--- config.mk ---
export PLATFORM = sky130hd
export DESIGN_NAME = mem_arbiter
export DESIGN_NICKNAME = d
export VERILOG_FILES = /design/src/rtl/mem_arbiter.sv
export SDC_FILE = /design/constraint.sdc
export NUM_CORES = 1
export LEC_CHECK = 0
export ABC_AREA = 1
export BUFFER_PORTS_ARGS = -buffer_cell sky130_fd_sc_hd__buf_2
export CORE_AREA = 2 2 637 639
export CTS_CLUSTER_SIZE = 10
export DETAILED_ROUTE_END_ITERATION = 8
export DIE_AREA = 0 0 639 641
export MAX_ROUTING_LAYER = met4
export PLACE_DENSITY = 0.3
export SKIP_LAST_GASP = 1
export SYNTH_ARGS = -nofsm -noshare
export SYNTH_HDL_FRONTEND = slang
export SYNTH_SLANG_ARGS = --single-unit
--- constraint.sdc ---
create_clock -name clk_i -period 2.3 [get_ports clk_i]
set_input_delay 0.46 -clock clk_i [delete_from_list [all_inputs] [get_ports clk_i]]
set_output_delay 0.46 -clock clk_i [all_outputs]
set_load 0.005 [all_outputs]
--- src/rtl/mem_arbiter.sv ---
// Two-port line-wide memory arbiter: dcache (port 0) and icache (port 1) share one
// memory, one whole-line transaction at a time, round-robin, with a turnaround cycle and ack watchdog.
module mem_arbiter #(
  parameter int ADDR_W  = 32,
  parameter int LINE_W  = 256,
  parameter int TIMEOUT = 64
) (
  input  logic              clk_i,
  input  logic              rst_i,
  input  logic              p0_enable_i,
  input  logic              p0_write_i,
  input  logic [ADDR_W-1:0] p0_addr_i,
  input  logic [LINE_W-1:0] p0_data_i,
  output logic [LINE_W-1:0] p0_data_o,
  output logic              p0_ack_o,
  input  logic              p1_enable_i,
  input  logic              p1_write_i,
  input  logic [ADDR_W-1:0] p1_addr_i,
  input  logic [LINE_W-1:0] p1_data_i,
  output logic [LINE_W-1:0] p1_data_o,
  output logic              p1_ack_o,
  output logic              mem_enable_o,
  output logic              mem_write_o,
  output logic [ADDR_W-1:0] mem_addr_o,
  output logic [LINE_W-1:0] mem_data_o,
  input  logic [LINE_W-1:0] mem_data_i,
  input  logic              mem_ack_i,
  output logic [1:0]        grant_o,
  output logic              timeout_o
);
  localparam logic [1:0] S_IDLE  = 2'd0;
  localparam logic [1:0] S_GRANT = 2'd1;
  localparam logic [1:0] S_TURN  = 2'd2;
  localparam int CNT_W = $clog2(TIMEOUT);

  logic [1:0]       state;
  logic [1:0]       grant;
  logic             last;
  logic [CNT_W-1:0] cnt;
  logic             timeout;
  logic             pick;

  // Port 1 wins when it is the only requester, or on a tie when port 0 went last.
  assign pick = p1_enable_i & (~p0_enable_i | ~last);

  always_ff @(posedge clk_i or negedge rst_i) begin
    if (!rst_i) begin
      state   <= S_IDLE;
      grant   <= 2'b00;
      last    <= 1'b1;
      cnt     <= '0;
      timeout <= 1'b0;
    end else begin
      case (state)
        S_IDLE: begin
          if (p0_enable_i | p1_enable_i) begin
            grant <= pick ? 2'b10 : 2'b01;
            last  <= pick;
            cnt   <= '0;
            state <= S_GRANT;
          end
        end
        S_GRANT: begin
          if (mem_ack_i) begin
            grant <= 2'b00;
            state <= S_TURN;
          end else if (cnt == CNT_W'(TIMEOUT - 1)) begin
            timeout <= 1'b1;
            grant   <= 2'b00;
            state   <= S_TURN;
          end else begin
            cnt <= cnt + 1'b1;
          end
        end
        S_TURN:  state <= S_IDLE;
        default: begin
          state <= S_IDLE;
          grant <= 2'b00;
        end
      endcase
    end
  end

  assign mem_enable_o = (state == S_GRANT);

  // Request fields follow the owner's live inputs, even if it drops enable mid-transaction.
  always_comb begin
    mem_write_o = 1'b0;
    mem_addr_o  = '0;
    mem_data_o  = '0;
    if (mem_enable_o) begin
      if (grant[1]) begin
        mem_write_o = p1_write_i;
        mem_addr_o  = p1_addr_i;
        mem_data_o  = p1_data_i;
      end else begin
        mem_write_o = p0_write_i;
        mem_addr_o  = p0_addr_i;
        mem_data_o  = p0_data_i;
      end
    end
  end

  assign p0_ack_o  = mem_enable_o & grant[0] & mem_ack_i;
  assign p1_ack_o  = mem_enable_o & grant[1] & mem_ack_i;
  assign p0_data_o = mem_data_i;
  assign p1_data_o = mem_data_i;
  assign grant_o   = grant;
  assign timeout_o = timeout;
endmodule

Word level (Yosys, flattened, before mapping)
Cells that the tools add are included.
W data, S select, Z words.
{"block": "totals", "ff_bits": 12, "latchBits": 0, "ram_bits": 0, "rom_bits": 0, "in_bits": 839, "output_inout_bits": 807, "memories": 0}
{"block": "op_classes", "add_sub_neg": 1, "mul": 0, "div": 0, "order_cmp": 0, "n_eq_ne": 7, "shift": 0, "n_mux": 19, "bitwise": 11, "n_reduce_logical": 7}
{"operator": "$mux W256", "count": 2}
{"operator": "$mux W32", "count": 2}
{"operator": "$mux W6", "count": 3}
{"operator": "$mux W2", "count": 7}
{"operator": "$pmux W6 S2", "count": 1}
{"operator": "$add A6 B1 Y6 const B", "count": 1}
{"operator": "$eq A6 B6 Y1 const B", "count": 1}
{"operator": "$ne A2 B2 Y1 const B", "count": 3}
{"operator": "$pmux W2 S3", "count": 1}
{"operator": "$reduce_and A3 Y1", "count": 2}
{"operator": "$and A1 B1 Y1", "count": 5}
{"operator": "$not A1 Y1", "count": 4}
{"operator": "$pmux W2 S2", "count": 1}
{"operator": "$reduce_and A2 Y1", "count": 2}
{"operator": "$reduce_and A4 Y1", "count": 1}
{"operator": "$ne A3 B1 Y1 const B", "count": 1}
{"operator": "$eq A2 B1 Y1 const B", "count": 1}
{"operator": "$eq A2 B2 Y1 const B", "count": 1}
{"operator": "$logic_not A2 Y1", "count": 1}
{"operator": "$mux W1", "count": 2}
{"operator": "$or A1 B1 Y1", "count": 2}
{"operator": "$reduce_bool A2 Y1", "count": 1}

Logic depth before layout (Yosys ltp)
Gate-level depths: netlist of run 1.
{"block": "logic_depth", "ltp_word": 6, "ltp_mapped": 8}

Worst setup path before layout of run 1
Ideal clock, no wire load.
{"block": "synth_path", "path_type": "reg2out", "start": "reg grant[1] (netlist: grant_o[1])", "end": "out mem_addr_o[0]", "arrival_ns": 1.088, "required_ns": 1.840, "path_slack_ns": 0.752, "path_stages_with_launch": 7, "n_path_buf": 3, "path_cell_list": "dfrtp_1 > inv_2 > buf_2 > buf_4 > buf_4 > nand2_1 > a21oi_1"}
{"block": "synth_between", "elab_chain_len": 2}
{"item": "start, declared", "line_no": "37", "source": "logic [1:0] grant;"}
{"item": "start signal, assigned", "line_no": "57", "source": "grant <= pick ? 2'b10 : 2'b01;"}
{"item": "$mux W32", "line_no": "92", "source": "if (grant[1]) begin"}
{"item": "$mux W32", "line_no": "91", "source": "if (mem_enable_o) begin"}
{"item": "end, declared", "line_no": "24", "source": "output logic [ADDR_W-1:0] mem_addr_o,"}
Every way passes these cells.

Worst setup path in the final report of run 1
{"block": "layout_path", "start": "reg state[1]", "end": "out mem_data_o[149]"}
{"block": "layout_between", "elab_chain_len": 2}
{"item": "start, declared", "line_no": "36", "source": "logic [1:0] state;"}
{"item": "start signal, assigned", "line_no": "48", "source": "state <= S_IDLE;"}
{"item": "start signal, assigned", "line_no": "60", "source": "state <= S_GRANT;"}
{"item": "start signal, assigned", "line_no": "66", "source": "state <= S_TURN;"}
{"item": "$eq A2 B1 Y1", "line_no": "84", "source": "assign mem_enable_o = (state == S_GRANT);"}
{"item": "$mux W256", "line_no": "91"}
{"item": "end, declared", "line_no": "25", "source": "output logic [LINE_W-1:0] mem_data_o,"}
Every way passes these cells.

==> results.txt, run 1 <==
The maximum net fanout on the critical path is 16. The maximum clock skew at final layout came out at between 0.006 and 0.007 ns. Setup repair after global routing could not meet its margin everywhere. The final-layout worst hold slack is 0.137 ns. The final reports fail on setup timing. The remaining routing DRC violations came out at 0. The power per standard cell area came out at ~1100 nW/um^2. The quantity of I/O buffers inserted on ports came out at between 800 and 900. After technology mapping, the gate count stands at ~1600. At the end of the flow, the number of nets in the layout was slightly below 3000. The ratio of routed vias to standard cells came out at 2.06. The final routed wirelength across all metal layers is around 360 mm. The endpoint class of the critical path is an output pin.

The min-delay analysis places its worst path in the category input port to asynchronous set/reset pin. The fmax is between 300 and 400 MHz. The total power draw is around 29 mW. The pin count of the biggest net entering global routing came out at between 60 and 70. The data arrival time of the critical path is 2.16 ns. The Yosys step of the flow raised 0 warnings. The post-route worst setup slack came out at -0.320 ns. The number of H-tree branching levels came out at 1. The hold violation total from the final report is 0. The core footprint is around 400000 um^2. The number of library cell types mapped by synthesis came out at 18.

The depth of the worst register-to-register path is 8. The initial detailed-routing violation count came out at 1213. The clock-pin transition on the worst setup and hold timing paths came out at roughly 0.060 ns.

The netlist area before placement is ~8600 um^2. The number of clock buffers inserted by TritonCTS came out at 3. The critical path data required time is between 1.5 and 2 ns. The final non-filler cell total is around 7700. The worst register-to-register path ends at grant_o[1]. The standby leakage power came out at between 9 and 10 nW. The initial antenna violation count is approximately 330.

After global routing the overflow that remains totals 0. The internal reg-to-reg setup slack is approximately 0.42 ns. The die boundary height is 641 um.

The share of synthesized area occupied by flip-flops and latches came out at 3.49%. The slew at the pin with the worst max-slew slack is roughly 0.6 ns. The cell accounting for the most synthesized area is sky130_fd_sc_hd__buf_4. After clock tree synthesis, the flow added hold-fix buffers numbering 0. The average wire per cell in the routed design is approximately 46 um. The worst setup path is launched from a flop. Counting every net in the synthesized netlist gives 2408. The share of post-route cells with drive strength above 1 is ~85%.

At the placement stage, the worst setup path has a slack of -0.955 ns. The setup-violating endpoint count in the final report came out at approximately 260. The overall track demand over capacity in global routing came out at 16.9%.

The number of optimization iterations in the first detailed-route pass came out at 5. By area the synthesized netlist is led by sky130_fd_sc_hd__buf_4 (46%), sky130_fd_sc_hd__nand2_1 (27%), sky130_fd_sc_hd__a21oi_1 (17%), sky130_fd_sc_hd__buf_2 (4.2%), sky130_fd_sc_hd__dfrtp_1 (3.2%). The number of placed instances, taps included, is around 7300.

The die is between 600 and 700 um wide. The share of the core filled with cells is under 10%. The number of standard-cell rows in the floorplan came out at approximately 230.

The wire length of the first global-routing pass is 385 mm. The number of global-route vias before repair is 14500. The half-perimeter wire length of the detailed placement result came out at around 330 mm. The synthesized flop and latch total is 12. After synthesis, the largest area contributor takes up 46.4% of total cell area. The final route contains around 16000 vias.

The max-capacitance violation count came out at 0. The latest clock arrival within the worst-skew pair came out at roughly 0.26 ns. The worst-case headroom to the max-slew limit came out at approximately three fifths. The longest clock path from root to sink contains 2 buffers. Counting every sink on the clock net gives 12. The count of nets left with antenna violations once routing finished came out at 0. The count of flip-flops with a built-in enable after synthesis came out at 0. The average cell area after synthesis came out at 5.51 um^2.

The effective utilization at floorplan came out at 2.15%. The final RePlAce weighted congestion is roughly 0.95. The worst-case IR drop observed on VDD is around 590 uV. The share of the cycle needed by the critical path after routing is 114%. For the finished layout, the period the worst path requires is ~2.6 ns. The area added between synthesis and finish came out at 210%. In this run the critical register-to-register path is launched from grant_o[1]. The run finished, with violations left.

TritonCTS built the clock tree. The final count of pins violating max slew came to 0. In this run the clock root is driven by a sky130_fd_sc_hd__clkbuf_16. The critical setup path kind is flop to output pin. The number of top-level pins is between 1500 and 2000.

In the synthesized netlist the dominant register cell turns out to be sky130_fd_sc_hd__dfrtp_1. The die covers between 400000 and 500000 um^2. The share of async-settable or async-resettable flops after synthesis came out at 100%.
## placed cells by master (no fill, tap or decap)
cell	instances
sky130_fd_sc_hd__buf_2	754
sky130_fd_sc_hd__diode_2	318
sky130_fd_sc_hd__nand2_4	251
sky130_fd_sc_hd__nand2_1	242
sky130_fd_sc_hd__buf_12	172
sky130_fd_sc_hd__a21oi_2	148
sky130_fd_sc_hd__a21oi_4	116
sky130_fd_sc_hd__buf_6	108
sky130_fd_sc_hd__nand2_2	103
sky130_fd_sc_hd__buf_4	64
sky130_fd_sc_hd__buf_16	36
sky130_fd_sc_hd__a21oi_1	25
sky130_fd_sc_hd__buf_8	25
sky130_fd_sc_hd__nand2_8	24
sky130_fd_sc_hd__clkbuf_16	16
sky130_fd_sc_hd__inv_1	14
sky130_fd_sc_hd__dfrtp_1	10
sky130_fd_sc_hd__nor2_1	7
sky130_fd_sc_hd__nand3_1	6
sky130_fd_sc_hd__nor2_2	3
sky130_fd_sc_hd__o21ai_0	2
sky130_fd_sc_hd__o21bai_1	2
sky130_fd_sc_hd__inv_2	1
sky130_fd_sc_hd__inv_16	1
sky130_fd_sc_hd__or2_2	1
sky130_fd_sc_hd__nand4_1	1
sky130_fd_sc_hd__ha_1	1
sky130_fd_sc_hd__clkbuf_8	1
sky130_fd_sc_hd__bufbuf_16	1
sky130_fd_sc_hd__dfrtp_4	1
sky130_fd_sc_hd__dfstp_2	1
## report_power, final
part / leakage (nW) / switching (mW) / internal [mW]
clock: 0.0462 / 0.127 / 0.265
sequential: 0.156 / 0.0588 / 0.279
combinational: 9.62 / 15.7 / 12.6
## final cells by class
cell class                 instances  area, um^2
antenna                          318         796
clock buffer                       4        88.8
fill                           47400      375000
inverter                          16        76.3
multi-input combinational        932        8290
sequential                        12         305
tap                             5287        6620
timing repair buffer            1173       10600
## critical path: stages (launching register included)
cell and delay, ns:
sky130_fd_sc_hd__dfrtp_1 0.40, sky130_fd_sc_hd__inv_1 0.11, sky130_fd_sc_hd__nand2_4 0.10, sky130_fd_sc_hd__buf_12 0.17, sky130_fd_sc_hd__buf_16 0.21, sky130_fd_sc_hd__a21oi_4 0.46
sky130_fd_sc_hd__buf_6 0.18, sky130_fd_sc_hd__buf_12 0.09
## repair_timing
action                                  4_1_cts  5_1_grt
cloned                                       29       16
endpoints found under the setup margin      272      287
pin swaps                                   165      183
resized for setup                           936      492
buffers inserted                             98       63
## per-layer routing
metal	track usage (%)	wire, um	part of all wire [%]
met1	11.3	86400	24
met2	25.9	161000	45
met3	20.8	95800	27
met4	6.52	14700	4.1
met5	-	0	0
## worst max-delay path by stage
| stage | from | to | depth (start not counted) |
|---|---|---|---|
| global placement | grant_o[1] | mem_data_o[149] | 8 |
| CTS | grant_o[1] | mem_data_o[174] | 7 |
| finish | state[1] | mem_data_o[149] | 7 |
| detailed placement | grant_o[1] | mem_data_o[149] | 8 |
| global route | grant_o[1] | mem_data_o[71] | 10 |
| floorplan | grant_o[1] | mem_addr_o[0] | 6 |
## sequential cells by signal, summed over array words and instances, names as in the netlist
register / cells
grant_o: 2
state: 2
timeout_o: 1
last: 1
cnt: 6
## cell usage after synthesis (2+ instances only)
| cell type | number |
|---|---|
| sky130_fd_sc_hd__o21ai_0 | 2 |
| sky130_fd_sc_hd__o21bai_1 | 2 |
| sky130_fd_sc_hd__nor2_1 | 8 |
| sky130_fd_sc_hd__a21oi_1 | 289 |
| sky130_fd_sc_hd__buf_4 | 534 |
| sky130_fd_sc_hd__inv_2 | 2 |
| sky130_fd_sc_hd__nor2_2 | 2 |
| sky130_fd_sc_hd__inv_1 | 14 |
| sky130_fd_sc_hd__buf_2 | 73 |
| sky130_fd_sc_hd__nand2_1 | 619 |
| sky130_fd_sc_hd__dfrtp_1 | 11 |
| sky130_fd_sc_hd__nand3_1 | 6 |
## metrics by stage
step | instance area, um^2 | TNS (ns)
3_5_place_dp | 18000 | -16.56
4_1_cts | 23700 | -51.94
6_report | 26800 | -32.72
2_1_floorplan | 8650 | 0
5_1_grt | 26800 | -48.89
3_3_place_gp | 18000 | -15.27
## cell families after synthesis
| group | Yosys count | synth area share, % |
|---|---|---|
| buffers and inverters | 624 | 51.4 |
| flip-flops | 12 | 3.49 |
| AO/OA/AOI/OAI | 293 | 17.0 |
| AND/OR/NAND/NOR | 638 | 27.9 |
| adder cells (fa/ha/maj) | 1 | 0.145 |
Power figures use the tool's default switching activity.
==> run 2: changes to the inputs <==
--- a/config.mk
+++ b/config.mk
@@ -6,7 +6,7 @@
 export NUM_CORES = 1
 export LEC_CHECK = 0
 export ABC_AREA = 1
-export BUFFER_PORTS_ARGS = -buffer_cell sky130_fd_sc_hd__buf_2
+export BUFFER_PORTS_ARGS = -buffer_cell sky130_fd_sc_hd__buf_4
 export CORE_AREA = 2 2 637 639
 export CTS_CLUSTER_SIZE = 10
 export DETAILED_ROUTE_END_ITERATION = 8
==> run 2 against run 1 <==
Effect of this change:
- the run still ends with setup timing left
- worst setup slack better by 0.24 ns
- power is 27% lower
- first-iteration DRC count grew 4.7%
- sequential cell count did not move
- sequential share of layout area grew 0.29 points
- fmax rose by 10%
- combinational power shrank 28%
- design area decreased by 20%
- clock power shrank 2%
- routed wire length is 4.4% lower
==> results.txt, run 2 (same netlist as run 1, synthesis figures left out) <==
The initial antenna violation count is between 200 and 300. The total area of sequential cells came out at around 310 um^2. The ratio of routed vias to standard cells is ~1.9. The max-capacitance violation count is 0. On the worst path, the slowest cell contributes a delay of ~0.50 ns. The final routed wirelength across all metal layers is roughly 340 mm.

The die boundary height came out at 641 um. The area of the die is around 400000 um^2. The final RePlAce weighted congestion is 0.877. Setup repair after global routing could not meet its margin everywhere. Counting the buffers created by CTS gives 3. The horizontal extent of the die is approximately 640 um.

Leaving out fill and tap cells, the most frequent cell in the layout is sky130_fd_sc_hd__buf_4. For this design, the slowest cell found on the critical path is sky130_fd_sc_hd__dfrtp_4. The clock arrives with about 0.010 ns of skew. The average wire per cell in the routed design is roughly 46 um. The quantity of I/O buffers inserted on ports is between 800 and 900.

The total buffers and inverters traversed by the critical path came out at 5. The final reports fail on setup timing. The worst setup path is launched from a flop. The maximum clock path buffer count is 2.

The most used cell along the critical path is sky130_fd_sc_hd__buf_4. Relative to the synthesized area, the layout overhead comes to 147%. The final critical path takes up 104% of the cycle. For this run, design rule violations remaining after detail routing come to 0. The fmax is 420 MHz.

The final count of pins violating max slew is 0. The number of top-level pins came out at approximately 1600. The number of optimization iterations in the first detailed-route pass came out at 7. The multi-input logic area is around 5000 um^2. The worst setup path is of the flop to output pin kind. The tree is rooted in a sky130_fd_sc_hd__clkbuf_16. The number of standard-cell rows in the floorplan came out at 233.

The library cells used most frequently in the layout, excluding fill and tap cells, are sky130_fd_sc_hd__buf_4 (847), sky130_fd_sc_hd__nand2_1 (546), sky130_fd_sc_hd__a21oi_1 (142), sky130_fd_sc_hd__a21oi_2 (119), sky130_fd_sc_hd__buf_6 (68). The effective utilization at floorplan is ~2.2%. The count of nets left with antenna violations once routing finished came out at 0. The number of global-route vias before repair came out at around 13000.

The initial detailed-routing violation count is 1270. The register with the most flip-flops in the final layout is cnt. The number of fillers in the final layout is 47800. The run finished, with violations left. The setup-violating endpoint count in the final report came out at 71. The number of H-tree branching levels is 1. The wire length of the first global-routing pass came out at around 360 mm. The critical path goes through buf_12 -> clkinv_16 -> buf_4 -> buf_4 -> nand2_1 -> a21oi_2 -> buf_6. The total negative slack is -1.96 ns.

The final layout contains around 2800 nets. The wire-length estimate of the detail-placed layout is approximately 320 mm. The remaining global-route overflow is 0.

The maximum net fanout on the critical path came out at 9. CTS saw 12 sinks. Measured against its own limit, the worst slew margin works out to between 70% and 80%. The maximum ir drop on the vdd rail came out at approximately 520 uV. STA puts the critical path data required time at about 1.8 ns.

Of the cells placed in the final design, the portion with a size suffix greater than 1 is between 60% and 70%. The core footprint is ~400000 um^2. The hold violation total from the final report came out at 0. The minimum period implied by the final worst setup slack is roughly 2.4 ns. The standby leakage power came out at a little under 8 nW. The overall track demand over capacity in global routing is between 10% and 20%. TritonCTS built the clock tree. The clock reaches the later pin of the worst-skew pair after 0.25 ns. For the pin with the worst max-slew slack, the measured transition is 0.433 ns. The data arrival time of the critical path came out at between 1.5 and 2 ns.

The worst setup path is captured at an output pin. The total power draw came out at about 21 mW. The clock-pin transition on the worst setup and hold timing paths came out at 0.06 ns.

The post-route worst setup slack is -0.0805 ns. Entering global routing, the biggest net connects 68 pins. The number of hold buffers added after CTS came out at 0. The power per standard cell area is a little under 1000 nW/um^2.

The flip-flop count of the largest register, all copies and words added is 6. The path class of the lowest-slack min-delay path is input port to asynchronous set/reset pin. The number of vias in the routed layout is 14300. The cell family contributing the most delay on the critical path is buffers and inverters.
[run 2: cell type report]
cell class	instances	area share [%]
diodes	132	1.55
clock buffers	4	0.416
inverters	16	0.404
multi-input cells	932	23.3
flip-flops and latches	12	1.43
well taps	5287	31.0
repair buffers	997	41.8
repair inverters	1	0.141
[run 2: worst register-to-register path: stages (launching register included)]
cell,delay (ns)
sky130_fd_sc_hd__dfrtp_1,0.38
sky130_fd_sc_hd__inv_1,0.09
sky130_fd_sc_hd__nand2_4,0.09
sky130_fd_sc_hd__buf_12,0.26
sky130_fd_sc_hd__buf_12,0.32
sky130_fd_sc_hd__nor2_1,0.08
sky130_fd_sc_hd__nand2_1,0.08
sky130_fd_sc_hd__nand2_1,0.07
sky130_fd_sc_hd__nand2_1,0.06
sky130_fd_sc_hd__nand2_1,0.11
[run 2: timing repair]
item,4_1_cts,5_1_grt
setup endpoints to repair,241,271
buffers inserted,12,15
gates resized for setup,81,323
gates cloned,5,30
pin swaps,2,30
[run 2: final timing paths]
check                      depth (start not counted)  slack (ns)        endpoint       start
min in group clk_i                                 2        0.50      grant_o[0]  grant_o[0]
hold reg to reg                                    2        0.50      grant_o[0]  grant_o[0]
setup / recovery                                   7       -0.08  mem_data_o[82]  grant_o[1]
hold / removal                                     1        0.07       timeout_o       rst_i
max in group asynchronous                          1        1.97            last       rst_i
setup reg to reg                                   9        0.62      grant_o[1]    state[1]
[run 2: per-stage QoR]
step                      cell area, um^2  instances  setup slack [ns]  hold slack (ns)  utilization, %
after floorplan                      8650       1568             0.752            0.164               -
after global placement              18300       7185            -0.433            0.343            4.55
after detailed placement            18300       7185            -0.427            0.338            4.55
after CTS                           19000       7206            -0.235           0.0609            4.73
after global routing                21300       7369            -0.108           0.0625            5.31
final                               21400       7381           -0.0805           0.0714            5.31
[run 2: power breakdown]
| part | switching (mW) | leakage (nW) | internal [mW] |
|---|---|---|---|
| logic | 12.6 | 7.50 | 7.72 |
| clock network | 0.120 | 0.0450 | 0.265 |
| registers | 0.0593 | 0.156 | 0.279 |
| total | 12.8 | 7.70 | 8.26 |
[run 2: layer usage]
layer / track usage, % / share of wire, % / up-vias
met3: 19.9 / 27 / 427
li1: - / - / 5397
met5: - / 0 / -
met1: 10.6 / 24 / 6390
met2: 24.7 / 45 / 2117
met4: 5.01 / 3.9 / 0
==> run 3: changes to the inputs <==
--- a/config.mk
+++ b/config.mk
@@ -13,6 +13,7 @@
 export DIE_AREA = 0 0 639 641
 export MAX_ROUTING_LAYER = met4
 export PLACE_DENSITY = 0.3
+export REMOVE_ABC_BUFFERS = 1
 export SKIP_LAST_GASP = 1
 export SYNTH_ARGS = -nofsm -noshare
 export SYNTH_HDL_FRONTEND = slang
==> run 3 against run 2 <==
Effect of this change:
- the flow still finishes with violations (setup timing)
- largest power group unchanged
- sequential share of layout area shrank 0.093 points
- critical path depth shrank 1
- combinational power grew 21%
- largest cell class unchanged
- register-to-register slack is essentially flat
- global-route usage grew 5.1 points
- clock-buffer cell count is the same
- sequential power grew 13%
- critical endpoint is now mem_data_o[189]
- routed wire length grew 30%
- die area is the same
- hold slack lost 0.0028 ns
- clock power shrank 6.2%
==> results.txt, run 3 (same netlist as run 1, synthesis figures left out) <==
The half-perimeter wire length of the detailed placement result is about 400 mm. The final-layout worst hold slack came out at approximately 0.07 ns. Data arrives at the worst endpoint at between 1.5 and 2 ns. The cell count after placement came out at 7185. The total area of sequential cells is around 310 um^2. In the final routed layout, each cell accounts on average for 59.9 um. The remaining global-route overflow is 0. The power spent charging and discharging nets came out at 15.6 mW.

In the final design database the tool counted approximately 2800 nets. The min-delay analysis places its worst path in the category input port to asynchronous set/reset pin. Of all nets on the critical path, the largest fanout is 17. The pin count of the biggest net entering global routing came out at 55. The initial detailed-routing violation count came out at 1777. The post-route worst setup slack is -0.109 ns. Setup repair after global routing could not meet its margin everywhere. The number of global-route vias before repair was 13100. The number of sinks driven by the clock tree came out at 12. The critical path data required time came out at around 1.8 ns.

The finished layout holds roughly 7400 standard cells, fillers aside. The overall track demand over capacity in global routing is between 20% and 30%. The flow ran to the end, but the final reports show violations.

The flip-flop count of the largest register, all copies and words added is 6. The effective utilization at floorplan is under 10%. The number of standard-cell rows in the floorplan came out at between 200 and 250. Counting the fill cells in the layout gives about 48000. Summed over all layers, the routed wires come to 444 mm. The post-place instance area is approximately 18000 um^2. The die is 641 um tall. The clock-pin transition on the worst setup and hold timing paths came out at roughly 0.040 ns. From synthesis to final layout, the design area changed by 164%.

The tree is rooted in a sky130_fd_sc_hd__clkbuf_16. The worst-case headroom to the max-slew limit came out at a little over two thirds. The standby leakage power came out at between 8 and 9 nW. TritonCTS built the clock tree. For this run, design rule violations remaining after detail routing come to 0.

STA classifies the critical path endpoint as an output pin. The maximum clock path buffer count is 2. The final RePlAce weighted congestion came out at around 1.1. The final count of pins violating max slew came out at 0. The number of top-level pins is 1646. Power spread over the standard cell area amounts to between 1000 and 1500 nW/um^2.

The share of the cycle needed by the critical path after routing came out at 105%. The hold violation total from the final report came out at 0. The maximum ir drop on the vdd rail came out at 496 uV. The number of H-tree branching levels came out at 1. The relative contribution of the clock network to total power came out at ~1.4%. The detailed router placed roughly 17000 vias in this run. Setup violations remaining at the end of the flow were counted as around 120. The slew at the pin with the worst max-slew slack is roughly 0.44 ns. The checks that failed: setup timing.

The horizontal extent of the die came out at between 600 and 700 um. The quantity of I/O buffers inserted on ports came out at slightly below 900. The cell internal power dissipation is 9.79 mW. The number of clock buffers inserted by TritonCTS is 3. STA classifies the critical path startpoint as a flop. The register with the most flip-flops in the final layout is cnt. The latest clock arrival within the worst-skew pair came out at between 0.2 and 0.25 ns. The multi-input logic area is roughly 5800 um^2.

The area of the die came out at just over 400000 um^2. The cell family contributing the most delay on the critical path is buffers and inverters. The register share of total power came out at under 10%.

Leaving out fill and tap cells, the most frequent cell in the layout is sky130_fd_sc_hd__buf_4. The setup path with the least slack is of type flop to output pin. The initial antenna violation count is 221. On the critical path, the stage with the largest delay is an instance of sky130_fd_sc_hd__dfrtp_4. The minimum period implied by the final worst setup slack came out at approximately 2.4 ns.

Combinational logic is responsible for 97.1% of the overall power. The fmax is a little over 400 MHz. The worst reg2reg path startpoint is state[0]. The largest stage delay on the critical path came out at around 0.56 ns. The total buffers and inverters traversed by the critical path is 4.

The number of routed nets with antenna violations is 0. Tracing the worst setup path back leads to its startpoint at grant_o[1]. The maximum clock skew at final layout came out at 0.00207 ns.

Cells with a size suffix above 1 make up 68.6% of the layout. The finished cells cover roughly 23000 um^2. The number of optimization iterations in the first detailed-route pass came out at 5. Leaving out fill and tap cells, the most frequent cells in the layout are sky130_fd_sc_hd__buf_4 (801), sky130_fd_sc_hd__nand2_1 (494), sky130_fd_sc_hd__a21oi_2 (147), sky130_fd_sc_hd__buf_6 (116), sky130_fd_sc_hd__a21oi_1 (85).

The first global-routing pass estimated between 400 and 500 mm of wire. The signal on the critical path passes through inv_12 -> buf_16 -> buf_4 -> nand2_1 -> a21oi_2 -> buf_6. Max-cap violations in this run came to 0. The ratio of routed vias to standard cells is 2.24.

The switching power as a share of total power came out at between 60 and 70%. The core footprint is approximately 400000 um^2. The total power draw came out at between 20 and 30 mW.
[run 3: stage by stage]
| stage | util, % | setup WS (ns) | TNS [ns] |
|---|---|---|---|
| 2_1_floorplan | - | -7.66 | -2222.37 |
| 3_3_place_gp | 4.53 | -0.289 | -2.49 |
| 3_5_place_dp | 4.53 | -0.268 | -2.17 |
| 4_1_cts | 5.06 | -0.158 | -12.71 |
| 5_1_grt | 5.68 | -0.168 | -14.69 |
| 6_report | 5.69 | -0.109 | -4.88 |
[run 3: power by group through the flow]
stage	Combinational (mW)	Sequential, mW	Clock, mW
floorplan	2.59	0.557	0
global route	25.6	0.394	0.379
global placement	18.2	0.368	0
finish	24.6	0.383	0.360
detailed placement	18.0	0.370	0
CTS	21.7	0.373	0.365
[run 3: final timing paths]
check | end | slack (ns) | cells after the start
worst min-delay path | grant_o[1] | 0.07 | 1
worst max register to register | grant_o[1] | 0.62 | 8
worst max-delay path | mem_data_o[189] | -0.11 | 6
worst min register to register | last | 0.50 | 2
max in group asynchronous | last | 1.99 | 1
min in group clk_i | last | 0.50 | 2
[run 3: area by class of cell]
cell class                      count  area share (%)
Timing Repair Buffer             1020            42.3
Antenna cell                      142            1.55
Clock buffer                        4           0.389
Sequential cell                    12            1.34
Tap cell                         5287            28.9
Inverter                           16           0.317
Multi-Input combinational cell    932            25.2
[run 3: repair_timing]
action                                  in CTS  in global routing
endpoints found under the setup margin     161                256
resized for setup                          322                366
pin swaps                                   31                 86
hold buffers                                 0                  0
gates cloned                                15                 24
setup buffers                               24                 27
[run 3: layer usage]
| layer | global-route usage [%] | part of all wire [%] | up-vias |
|---|---|---|---|
| met2 | 29.9 | 41 | 3172 |
| met3 | 28.9 | 29 | 285 |
| met1 | 15.3 | 27 | 7683 |
| met5 | - | 0 | - |
| met4 | 4.50 | 2.9 | 0 |
| li1 | - | - | 5477 |
